[config.mk]
export PLATFORM = sky130hd
export DESIGN_NAME = popcount_share_arb
export DESIGN_NICKNAME = d
export VERILOG_FILES = /design/src/rtl/popcount_share_arb.sv
export SDC_FILE = /design/constraint.sdc
export NUM_CORES = 1
export LEC_CHECK = 0
export CORE_ASPECT_RATIO = 1.4
export CORE_MARGIN = 2
export CORE_UTILIZATION = 32
export DETAILED_ROUTE_END_ITERATION = 10
export PLACE_DENSITY = 0.78
export SLEW_MARGIN = 20
export SYNTH_ARGS = -nofsm -noshare
export SYNTH_HDL_FRONTEND = slang
export SYNTH_SLANG_ARGS = --single-unit
[constraint.sdc]
create_clock -name clk -period 6.7 [get_ports clk]
set_clock_uncertainty 0.1 [all_clocks]
set_input_delay 2.01 -clock clk [delete_from_list [all_inputs] [get_ports clk]]
set_output_delay 2.01 -clock clk [all_outputs]
set_load 0.005 [all_outputs]
[src/rtl/popcount_share_arb.sv]
// popcount_share_arb: round-robin sharing of one popcount datapath between N_REQ CFU requesters
//   clk          clock, all state on posedge
//   rst_n        asynchronous active-low reset
//   req_valid    per-requester request valid
//   req_ready    per-requester request accepted this cycle (one-hot grant)
//   req_data0    per-requester operand, slice i = [i*DATA_W +: DATA_W]
//   resp_valid   per-requester response valid
//   resp_ready   per-requester response consumed
//   resp_status  per-requester CFU status, always CFU_OK (2'b00)
//   resp_data    per-requester popcount, zero-extended; every slice carries the shared result
module popcount_share_arb #(
    parameter int N_REQ = 2,
    parameter int DATA_W = 32,
    parameter bit ADDER_TREE = 1'b0
) (
    input  logic                    clk,
    input  logic                    rst_n,
    input  logic [N_REQ-1:0]        req_valid,
    output logic [N_REQ-1:0]        req_ready,
    input  logic [N_REQ*DATA_W-1:0] req_data0,
    output logic [N_REQ-1:0]        resp_valid,
    input  logic [N_REQ-1:0]        resp_ready,
    output logic [N_REQ*2-1:0]      resp_status,
    output logic [N_REQ*DATA_W-1:0] resp_data
);
    localparam int PW = $clog2(N_REQ);
    localparam int CW = 7;
    localparam int NG = (DATA_W + 5) / 6;
    localparam int LV = $clog2(DATA_W);

    if (N_REQ < 2 || N_REQ > 4) begin : g_bad_n_req
        $error("popcount_share_arb: N_REQ must be 2..4");
    end
    if (DATA_W != 32 && DATA_W != 64) begin : g_bad_data_w
        $error("popcount_share_arb: DATA_W must be 32 or 64");
    end

    // (a + b) mod N_REQ for a < N_REQ, b < N_REQ; N_REQ need not be a power of two
    function automatic logic [PW-1:0] wrap_add(input logic [PW-1:0] a, input int b);
        logic [PW:0] s;
        s = {1'b0, a} + (PW+1)'(b);
        return s >= (PW+1)'(N_REQ) ? PW'(s - (PW+1)'(N_REQ)) : PW'(s);
    endfunction

    // 6:3 counters reduce each six-bit group to a 3-bit count, then the counts are summed
    function automatic logic [CW-1:0] pc_compress(input logic [DATA_W-1:0] d);
        logic [NG*6-1:0] p;
        logic [2:0]      c3;
        logic [CW-1:0]   total;
        p = (NG*6)'(d);
        total = '0;
        for (int g = 0; g < NG; g++) begin
            c3 = '0;
            for (int b = 0; b < 6; b++) c3 = c3 + 3'(p[g*6+b]);
            total = total + CW'(c3);
        end
        return total;
    endfunction

    // balanced binary tree; each level folds pairs in place (slot i reads 2i and 2i+1 before they are overwritten)
    function automatic logic [CW-1:0] pc_tree(input logic [DATA_W-1:0] d);
        logic [CW-1:0] s [DATA_W];
        for (int i = 0; i < DATA_W; i++) s[i] = CW'(d[i]);
        for (int l = 0; l < LV; l++)
            for (int i = 0; i < (DATA_W >> (l + 1)); i++) s[i] = s[2*i] + s[2*i+1];
        return s[0];
    endfunction

    logic              r_valid;
    logic [PW-1:0]     r_owner;
    logic [CW-1:0]     r_data;
    logic [PW-1:0]     rr_ptr;
    logic [PW-1:0]     gnt;
    logic              found;
    logic              slot_free;
    logic              acc;
    logic [DATA_W-1:0] opnd;
    logic [CW-1:0]     cnt;

    assign slot_free = !r_valid || resp_ready[r_owner];

    // scan downward so the requester closest to rr_ptr is the last (winning) assignment
    always_comb begin
        found = 1'b0;
        gnt = '0;
        for (int k = N_REQ - 1; k >= 0; k--) begin
            if (req_valid[wrap_add(rr_ptr, k)]) begin
                found = 1'b1;
                gnt = wrap_add(rr_ptr, k);
            end
        end
    end

    // no grant while reset is asserted, even though the async reset already clears state
    assign acc = found && slot_free && rst_n;
    assign opnd = req_data0[gnt*DATA_W +: DATA_W];
    assign cnt = ADDER_TREE ? pc_tree(opnd) : pc_compress(opnd);

    assign req_ready = acc ? N_REQ'(1) << gnt : '0;
    assign resp_valid = r_valid ? N_REQ'(1) << r_owner : '0;
    assign resp_status = '0;
    assign resp_data = {N_REQ{DATA_W'(r_data)}};

    always_ff @(posedge clk or negedge rst_n) begin
        if (!rst_n) begin
            r_valid <= 1'b0;
            r_owner <= '0;
            r_data <= '0;
            rr_ptr <= '0;
        end else if (acc) begin
            r_valid <= 1'b1;
            r_owner <= gnt;
            r_data <= cnt;
            rr_ptr <= wrap_add(gnt, 1);
        end else if (slot_free) begin
            r_valid <= 1'b0;
        end
    end
endmodule

==> key figures <==
Run status
  – Status: finished, violations left
  – Failing checks: negative setup slack

Synth
  – Dominant cells by area after synthesis: buf_4, fa_1, dfrtp_1
  – Most common cell in the synthesized netlist: buf_4
  – Post-Synth XOR/XNOR Area: 2.183%
  – Synth area leader: buf_4
  – Post-synthesis compound-gate area fraction: 6.301%
  – Synth cell count leaders: buf_4, fa_1, inv_1
  – Syn avg cell area: between 9 and 10 µm²
  – Seq/Total Area, Yosys: 11.23%
  – Ys Warns: 0
  – Mapped Area: between 0.002 and 0.0025 mm²
  – Synth Area in Simple Gates: 3.868%
  – Synth top area share: 23.96%
  – Post-synth EDFFs: 0
  – Synthesis-stage register bit count: 9
  – Primary FF master, synth: dfrtp_1
  – Synth cell types: 26
  – Adder-Cell Fraction of Synth Area: just under 30%
  – Cells after Synth: 206
  – Largest family of logic cells by synthesized area: adder cells
  – Async SR Flop Fraction: 100.0%
  – Mux cell area share after synthesis: a little under a fifth

Timing
  – Final critical-path share of the clock period: 112.5%
  – Fin. max-slew vios: 0
  – RSZ-0062 raised after global routing: true
  – Post-layout minimum cycle time: 7.539 ns
  – Max Clock Freq: between 0.1 and 0.15 GHz
  – Final hold viol count: 0
  – Worst Slack Setup Final: -0.8395 ns
  – Final setup fails: 6

Placed design
  – DP Area: roughly 0.0028 mm²
  – Post-DP HPWL: 3749 µm
  – Placed cell count: 365
  – Routability cong.: just over 0.8
  – IO buf count: 85

Drt
  – Via Count: 1555
  – DR DRC count: 0
  – DRT Wirelength: 4259 µm
  – Drt wl/cell: 11.39 µm
  – 1st-iter DRT viols: 19
  – DR pass1 iterations: 3
  – Routed vias/inst: 4.158
  – Routed Antenna Nets: 0

Critical path
  – CP top delay family: adder cells
  – Kind of start point of the critical path: input port
  – CP bufs+invs: 3
  – Crit path cell chain: clkdlybuf4s50_1 -> mux2_4 -> fa_1 -> fa_1 -> fa_1 -> fa_1 -> fa_1 -> ha_1 -> inv_2 -> fa_1 -> fa_1 -> fa_2 -> inv_2 -> fa_2 -> a21o_1 -> a21oi_2 -> xnor2_2 -> o21ai_2
  – Max stage delay cell, worst path: fa_1
  – Reg-to-reg endpoint: r_data[4]
  – Critical Path AT: 7.55 ns
  – Most used cell, CP: fa_1
  – WS Path Type: input port to register
  – Required @ worst endpoint: 6.71 ns
  – Worst stage delay on the critical path: 0.55 ns
  – Worst setup EP type: register
  – CP startpoint: req_data0[41]
  – CP Max Fanout: 2
  – Reg-to-Reg Start: rr_ptr
  – Register-to-Register Setup Slack: 0.56 ns
  – Reg2reg path depth: 19

Global routing
  – Total global-route track usage: 12.42%
  – First-pass GRT wire length: 6941 µm
  – GRT overflow: 0
  – Vias in the first global route: roughly 1600
  – Initial antenna violation count: 0
  – Pin count of the biggest net entering global routing: 14

Die
  – Core area: a little over 0.006 mm²
  – Site Rows: 34
  – Starting Density: 32.74%
  – Full die area: 0.006926 mm²
  – Width of the chip: 70.91 µm
  – Vert. Die Dim: 97.68 µm
  – Io pins: ~140

Clock network
  – # clock sinks: 9
  – H-Tree Level Count: 1
  – CTS tree: yes
  – Clock latency on the worst-skew pair: 0.23 ns
  – CTS buffer count: 3
  – Root Buffer: clkbuf_8
  – Hold buffers post-CTS: 0
  – Clock-pin slew on the worst setup and hold paths: 0.04 ns
  – CTS Buffer Depth: 2

Finish
  – Share of layout cells above drive strength 1: 19.87%
  – Final non-filler cell total: 374
  – Fillers: 612
  – Layout area overhead: 47.60%
  – Final nets: 407
  – Antenna Cells: 0
  – Final Instance Area: around 0.0030 mm²

Job
  – Max cap viols: 0

Hold path
  – Hold path start: r_data[3]
  – Hold WC Path Type: register to register
  – Hold Path Sink: r_data[3]
  – Hold path cells: 2
==> kinds of logic after synthesis <==
logic type | after synthesis
AO/OA/AOI/OAI | 19
XOR/XNOR | 5
adder cells (fa/ha/maj) | 34
buffers and inverters | 87
flip-flops | 9
multiplexers | 34
other | 1
AND/OR/NAND/NOR | 17
==> tightest hold or removal path, cell delays in order, from the launching register on <==
cell and delay [ns]:
dfrtp_1 0.35, nand2_1 0.07, o21ai_2 0.05
==> sequential cells by signal (all words and copies together) (netlist names) <==
| signal | flops |
|---|---|
| r_data | 6 |
| r_owner | 1 |
| r_valid | 1 |
| rr_ptr | 1 |
==> timing repair <==
item,CTS,global route
setup endpoints to repair,6,6
buffers inserted,4,1
pin swaps,17,15
gates cloned,1,0
resized for setup,21,11
==> placed cells by master (no fill, tap or decap), types with 3 or more instances in the layout <==
| cell | synthesis | layout |
|---|---|---|
| conb_1 | 1 | 56 |
| ha_1 | 12 | 12 |
| nor2_1 | 4 | 4 |
| clkdlybuf4s50_1 | 0 | 78 |
| dfrtp_1 | 9 | 9 |
| fa_1 | 22 | 20 |
| nand2_1 | 9 | 8 |
| mux2_4 | 1 | 6 |
| mux2i_2 | 0 | 3 |
| o21ai_2 | 3 | 3 |
| mux2_2 | 14 | 9 |
| dlymetal6s2s_1 | 0 | 3 |
| xnor2_2 | 0 | 3 |
| inv_1 | 21 | 19 |
| mux2i_1 | 19 | 16 |
| a21o_1 | 3 | 3 |
| a21oi_1 | 6 | 3 |
| buf_4 | 64 | 15 |
| clkbuf_8 | 0 | 3 |
==> metrics by stage <==
stage	utilization [%]	setup slack [ns]	TNS (ns)	hold WS, ns
2_1_floorplan	-	-0.8436	-3.830	0.3715
3_3_place_gp	45.59	-1.513	-8.039	0.3841
3_5_place_dp	45.59	-1.624	-8.555	0.3992
4_1_cts	47.65	-0.9621	-4.743	0.4090
5_1_grt	48.33	-1.008	-4.979	0.4354
6_report	48.33	-0.8395	-4.075	0.4018
==> metal layers <==
metal,global-route usage [%],vias to the layer above,share of wire (%)
met5,0,-,0
met4,3.483,0,1.2
met3,1.867,6,8.5
met2,25.81,90,58
met1,11.96,718,33
li1,-,741,-
==> layout make-up <==
cell class | count | area (µm²) | share of cell area [%]
Clock buffer | 4 | 45.04 | 1.522
Inverter | 21 | 78.83 | 2.663
Multi-Input combinational cell | 166 | 1530 | 51.69
Sequential cell | 9 | 225.2 | 7.608
Tap cell | 72 | 90.09 | 3.043
Timing Repair Buffer | 102 | 991.0 | 33.47
==> worst max-delay path by stage <==
stage,to,depth (start not counted),slack [ns]
3_5_place_dp,r_data[4],20,-1.62
2_1_floorplan,r_data[1],17,-0.84
4_1_cts,r_data[4],22,-0.96
5_1_grt,r_data[4],18,-1.01
3_3_place_gp,r_data[4],20,-1.51
6_report,r_data[4],18,-0.84
Power is left out: the tool's default activity adds up to more than one toggle a clock period on the data nets, which glitch-free logic cannot reach.
==> variant 1, RTL diff (same settings) <==
Set the parameter `DATA_W` to 64 (it was 32).
--- a/src/rtl/popcount_share_arb.sv
+++ b/src/rtl/popcount_share_arb.sv
@@ -11,5 +11,5 @@
 module popcount_share_arb #(
     parameter int N_REQ = 2,
-    parameter int DATA_W = 32,
+    parameter int DATA_W = 64,
     parameter bit ADDER_TREE = 1'b0
 ) (
Ports: changed (resized req_data0 and resp_data); port bits go from 142 to 270. The function was not compared with the original's and may differ.
==> variant 1 against the unedited design <==
The run still ends with setup timing left. Register-to-register slack lost 1400 ps. Die area grew 85%. Worst setup slack lost 1500 ps. Area after synthesis grew 90%. Final cell count grew 95%. Sequential cell count grew 1. Design area grew 91%. Routed wire length grew 150%. Critical path depth grew 10. Count of clock-buffer cells in the layout shrank 1. Utilization shrank 0.14 points. Critical endpoint is now r_data[5]. Largest cell class unchanged.
Power is left out: the tool's default activity adds up to more than one toggle a clock period on the data nets, which glitch-free logic cannot reach.
==> variant 1: results (changes against the unedited design) <==
Total Wirelength=10.6 mm (was 4.26 mm); Setup-failing EPs final=7 (was 6); failing checks=setup timing (unchanged); Final nets=794 (was 407); Gate Count Post-Synth=409 (was 206); port buffer count=151 (was 85); distinct cell type count after synthesis=25 (was 26); register area share after synthesis=6.56% (was 11.2%); Initial DRC Count=66 (was 19); Setup WS post-layout=-2300 ps (was -839 ps); DR vias/cell=4.16 (about the same); clock buffer count from CTS=3 (unchanged); largest net degree at the start of global routing=18 (was 14); critical path's slowest cell=fa_1 (unchanged); first-pass GRT wire length=15.2 mm (was 6.94 mm); crit-path max FO=5 (was 2); max reg flops=7 (was 6); vias in the first global route=3157 (was 1638); ys flop type=dfrtp_1 (unchanged); top cells by count, synth=125 x buf_4, 73 x inv_1, 53 x fa_1 (was 64 x buf_4, 22 x fa_1, 21 x inv_1); CP peak stage delay=550 ps (about the same); # placed instances=716 (was 365); hpwl dp=8.43 mm (was 3.75 mm); CP arrival=9070 ps (was 7550 ps); Ant. Diodes=0 (unchanged); Detailed Routing Iterations Pass 1=4 (was 3); Clock transition at path regs=40 ps (about the same); layout cells sized above 1=17.0% (was 19.9%); Post-Place Cell Area=5270 sq um (was 2790 sq um); initial antenna violation count=0 (unchanged); Biggest register=r_data (unchanged); status=complete, but fails checks (unchanged); Clock Path Buffers=2 (unchanged); clk root buf=clkbuf_16 (was clkbuf_8); all-layer global routing usage=15.5% (was 12.4%); GPL Wtd Cong=0.792 (was 0.819); worst skew pair latency=240 ps; # fillers=1087 (was 612); Hold Crit Class=reg2reg (unchanged); ys async rst share=100% (unchanged); vias=3025 (was 1555); synth top area cells=fa_1 28%, buf_4 25%, mux2i_1 11%, ha_1 7.9%, inv_1 7.2% (was buf_4 24%, fa_1 22%, dfrtp_1 11%, mux2i_1 9.5%, mux2_2 7.9%); CTS H-Tree Depth=1 (unchanged); synth warn=0 (unchanged)
variant 1: cell count changes after synthesis, moves of 3 or more:
cell and delta:
nor2_1 +3, o21ai_2 -3, ha_1 +12, xnor2_1 -3
o21ai_0 +3, a21oi_1 -3, mux2i_1 +23, fa_1 +31
inv_1 +52, buf_2 +6, buf_4 +61, nand2_1 +4
mux2_2 +9
variant 1: cells by family (layout without fill, tap and decap cells):
group | after synthesis | after routing | synth area share [%]
AO/OA/AOI/OAI | 20 | 20 | 3.28
flip-flops | 10 | 10 | 6.56
buffers and inverters | 206 | 261 | 32.8
XOR/XNOR | 3 | 3 | 0.688
adder cells (fa/ha/maj) | 77 | 77 | 35.7
multiplexers | 65 | 65 | 17.8
AND/OR/NAND/NOR | 27 | 27 | 3.15
other | 1 | 118 | 0.0982
variant 1: layer usage:
metal | track usage (%) | up-vias | wire (um)
met4 | 5.87 | 0 | 427
li1 | - | 1371 | -
met2 | 31.9 | 195 | 5990
met1 | 14.1 | 1430 | 3070
met5 | 0 | - | 0
met3 | 2.71 | 29 | 1080
variant 1: path summary, 6_finish.rpt:
path                               from        end  slack [ps]  depth (start not counted)
setup / recovery           req_valid[0]  r_data[5]       -2300                         28
hold / removal                r_data[1]  r_data[1]         420                          2
setup reg to reg                 rr_ptr  r_data[5]        -800                         26
hold reg to reg               r_data[1]  r_data[1]         420                          2
max in group asynchronous         rst_n  r_data[3]        4380                          2
min in group asynchronous         rst_n    r_valid        1980                          2
variant 1: cell type report:
class | instances | area (sq um) | area share (%)
tap | 147 | 184 | 3.25
sequential | 10 | 250 | 4.42
multi-input combinational | 310 | 2980 | 52.6
timing repair buffer | 185 | 1890 | 33.4
inverter | 73 | 287 | 5.06
clock buffer | 3 | 75.1 | 1.32
variant 1: through the flow:
step	TNS (ps)	hold slack, ps	setup WS (ps)
2_1_floorplan	-12260	386	-2140
3_3_place_gp	-17640	390	-2850
3_5_place_dp	-18210	410	-2950
4_1_cts	-15340	423	-2510
5_1_grt	-15460	441	-2520
6_report	-13970	423	-2300
variant 1: critical path: cells and delay by family:
kind,cells,cell delay [ps]
AND/OR/NAND/NOR,2,560
adder cells (fa/ha/maj),11,5050
multiplexers,1,240
buffers and inverters,11,770
AO/OA/AOI/OAI,3,430
variant 1: timing repair:
action	4_1_cts	5_1_grt
gates cloned	3	0
resized for setup	31	21
endpoints found under the setup margin	7	7
buffers inserted	10	1
pin swaps	32	29
hold buffers	0	0
==> variant 2, RTL diff (config.mk and constraints unchanged) <==
Without the edit above. Reset style: synchronous (`rst_n`), changed in one clocked block. Comments in the files are not updated.
--- a/src/rtl/popcount_share_arb.sv
+++ b/src/rtl/popcount_share_arb.sv
@@ -102,5 +102,5 @@
     assign resp_data = {N_REQ{DATA_W'(r_data)}};
 
-    always_ff @(posedge clk or negedge rst_n) begin
+    always_ff @(posedge clk) begin
         if (!rst_n) begin
             r_valid <= 1'b0;
Function: differs if rst_n is asserted again (counterexample within 4 cycles, from zero or initial values and one cycle with rst_n low); with rst_n held inactive, the same outputs for 10 cycles.
==> variant 2 against the unedited design <==
Utilization increased by 1.3 points. First-iteration DRC count grew 110%. Final cell count shrank 1.1%. Area after synthesis fell by 3.9%. Design area fell by 2.4%. Sequential cell count is the same. Worst setup slack improved by 590 ps. Routed wire length down 6.5%. Count of clock-buffer cells in the layout did not move. The run still ends with setup timing left.
==> variant 2: results (changes against the unedited design) <==
status=complete, but fails checks (unchanged); failing checks=setup timing (unchanged); DRC errors left=0 (unchanged); Detailed Routing Iterations Pass 1=4 (was 3); first-pass GRT wire length=6.12 mm (was 6.94 mm); # fillers=544 (was 612); Setup-failing EPs final=3 (was 6); ys flop type=dfxtp_1 (was dfrtp_1); Initial DRC Count=39 (was 19); hold_ws=388 ps (was 402 ps); fin cells=370 (was 374); # placed instances=361 (was 365); crit-path max FO=5 (was 2); Setup WS post-layout=-246 ps (was -839 ps); Mapped Avg Cell Area=9.40 sq um (was 9.74 sq um); synth top area cells=fa_1 25%, buf_4 24%, mux2i_1 11%, dfxtp_1 9.4%, mux2_2 8.8% (was buf_4 24%, fa_1 22%, dfrtp_1 11%, mux2i_1 9.5%, mux2_2 7.9%); register area share after synthesis=9.35% (was 11.2%); reg2reg setup slack=1260 ps (was 560 ps); vias in the first global route=1441 (was 1638); layout cells sized above 1=19.3% (was 19.9%); Total Wirelength=3.98 mm (was 4.26 mm); top cells by count, synth=62 x buf_4, 25 x inv_1, 24 x fa_1 (was 64 x buf_4, 22 x fa_1, 21 x inv_1); GPL Wtd Cong=0.751 (was 0.819); ys async rst share=0% (was 100%); CP top delay family=adder cells (unchanged); CTS H-Tree Depth=1 (unchanged); synth warn=0 (unchanged); Clock Path Buffers=2 (unchanged); hpwl dp=3.54 mm (was 3.75 mm); CP arrival=6960 ps (was 7550 ps); vias=1516 (was 1555); Final nets=402 (was 407); Final Cell Area=2890 sq um (was 2960 sq um); Post-Place Cell Area=2770 sq um (was 2790 sq um); max reg flops=6 (unchanged); all-layer global routing usage=11.4% (was 12.4%); Fin Setup TNS=-488 ps (was -4080 ps); largest net degree at the start of global routing=17 (was 14); worst slack at placement=-1060 ps (was -1620 ps)
==> variant 2: routing by layer <==
metal / vias to the layer above / share of wire (%) / global-route usage (%)
met1: 712 / 31 / 11.2
met4: 0 / 0.30 / 2.94
met5: - / 0 / 0
li1: 720 / - / -
met2: 82 / 61 / 24.0
met3: 2 / 8.3 / 1.99
==> variant 2: path summary, 6_finish.rpt <==
path | start | endpoint | cells past startpoint
worst max-delay path | req_valid[0] | r_data[2] | 24
worst min-delay path | r_data[4] | r_data[4] | 2
worst max register to register | rr_ptr | r_data[2] | 22
worst min register to register | r_data[4] | r_data[4] | 2
==> variant 2: logic make-up (layout without fill, tap and decap cells) <==
logic type | after synthesis | after routing | share of synthesized area [%]
compound gates | 12 | 12 | 4.48
xor+xnor | 2 | 2 | 0.909
fa+ha+maj | 31 | 31 | 29.5
buf+inv | 91 | 131 | 30.1
flops | 9 | 9 | 9.35
mux | 36 | 36 | 19.7
other cells | 1 | 56 | 0.195
simple gates | 23 | 23 | 5.84
==> variant 2: power by group through the flow <==
stage | Combinational (mW) | Sequential, mW | Clock [mW]
floorplan | 0.895 | 0.0823 | 0
global placement | 1.11 | 0.0814 | 0
detailed placement | 1.13 | 0.0826 | 0
CTS | 1.28 | 0.0818 | 0.0633
global route | 1.68 | 0.0843 | 0.0674
finish | 1.49 | 0.0816 | 0.0626
==> variant 2: layout make-up <==
class / count / area (sq um) / area share [%]
Multi-Input combinational cell: 160 / 1460 / 50.5
Timing Repair Buffer: 102 / 1010 / 35.0
Sequential cell: 9 / 180 / 6.24
Inverter: 25 / 106 / 3.68
Tap cell: 70 / 87.6 / 3.03
Clock buffer: 4 / 45.0 / 1.56
==> variant 2: repair_timing <==
action                                  CTS  global route
endpoints found under the setup margin    6             5
buffers inserted                          3             3
resized for setup                        10             9
pin swaps                                 4             1
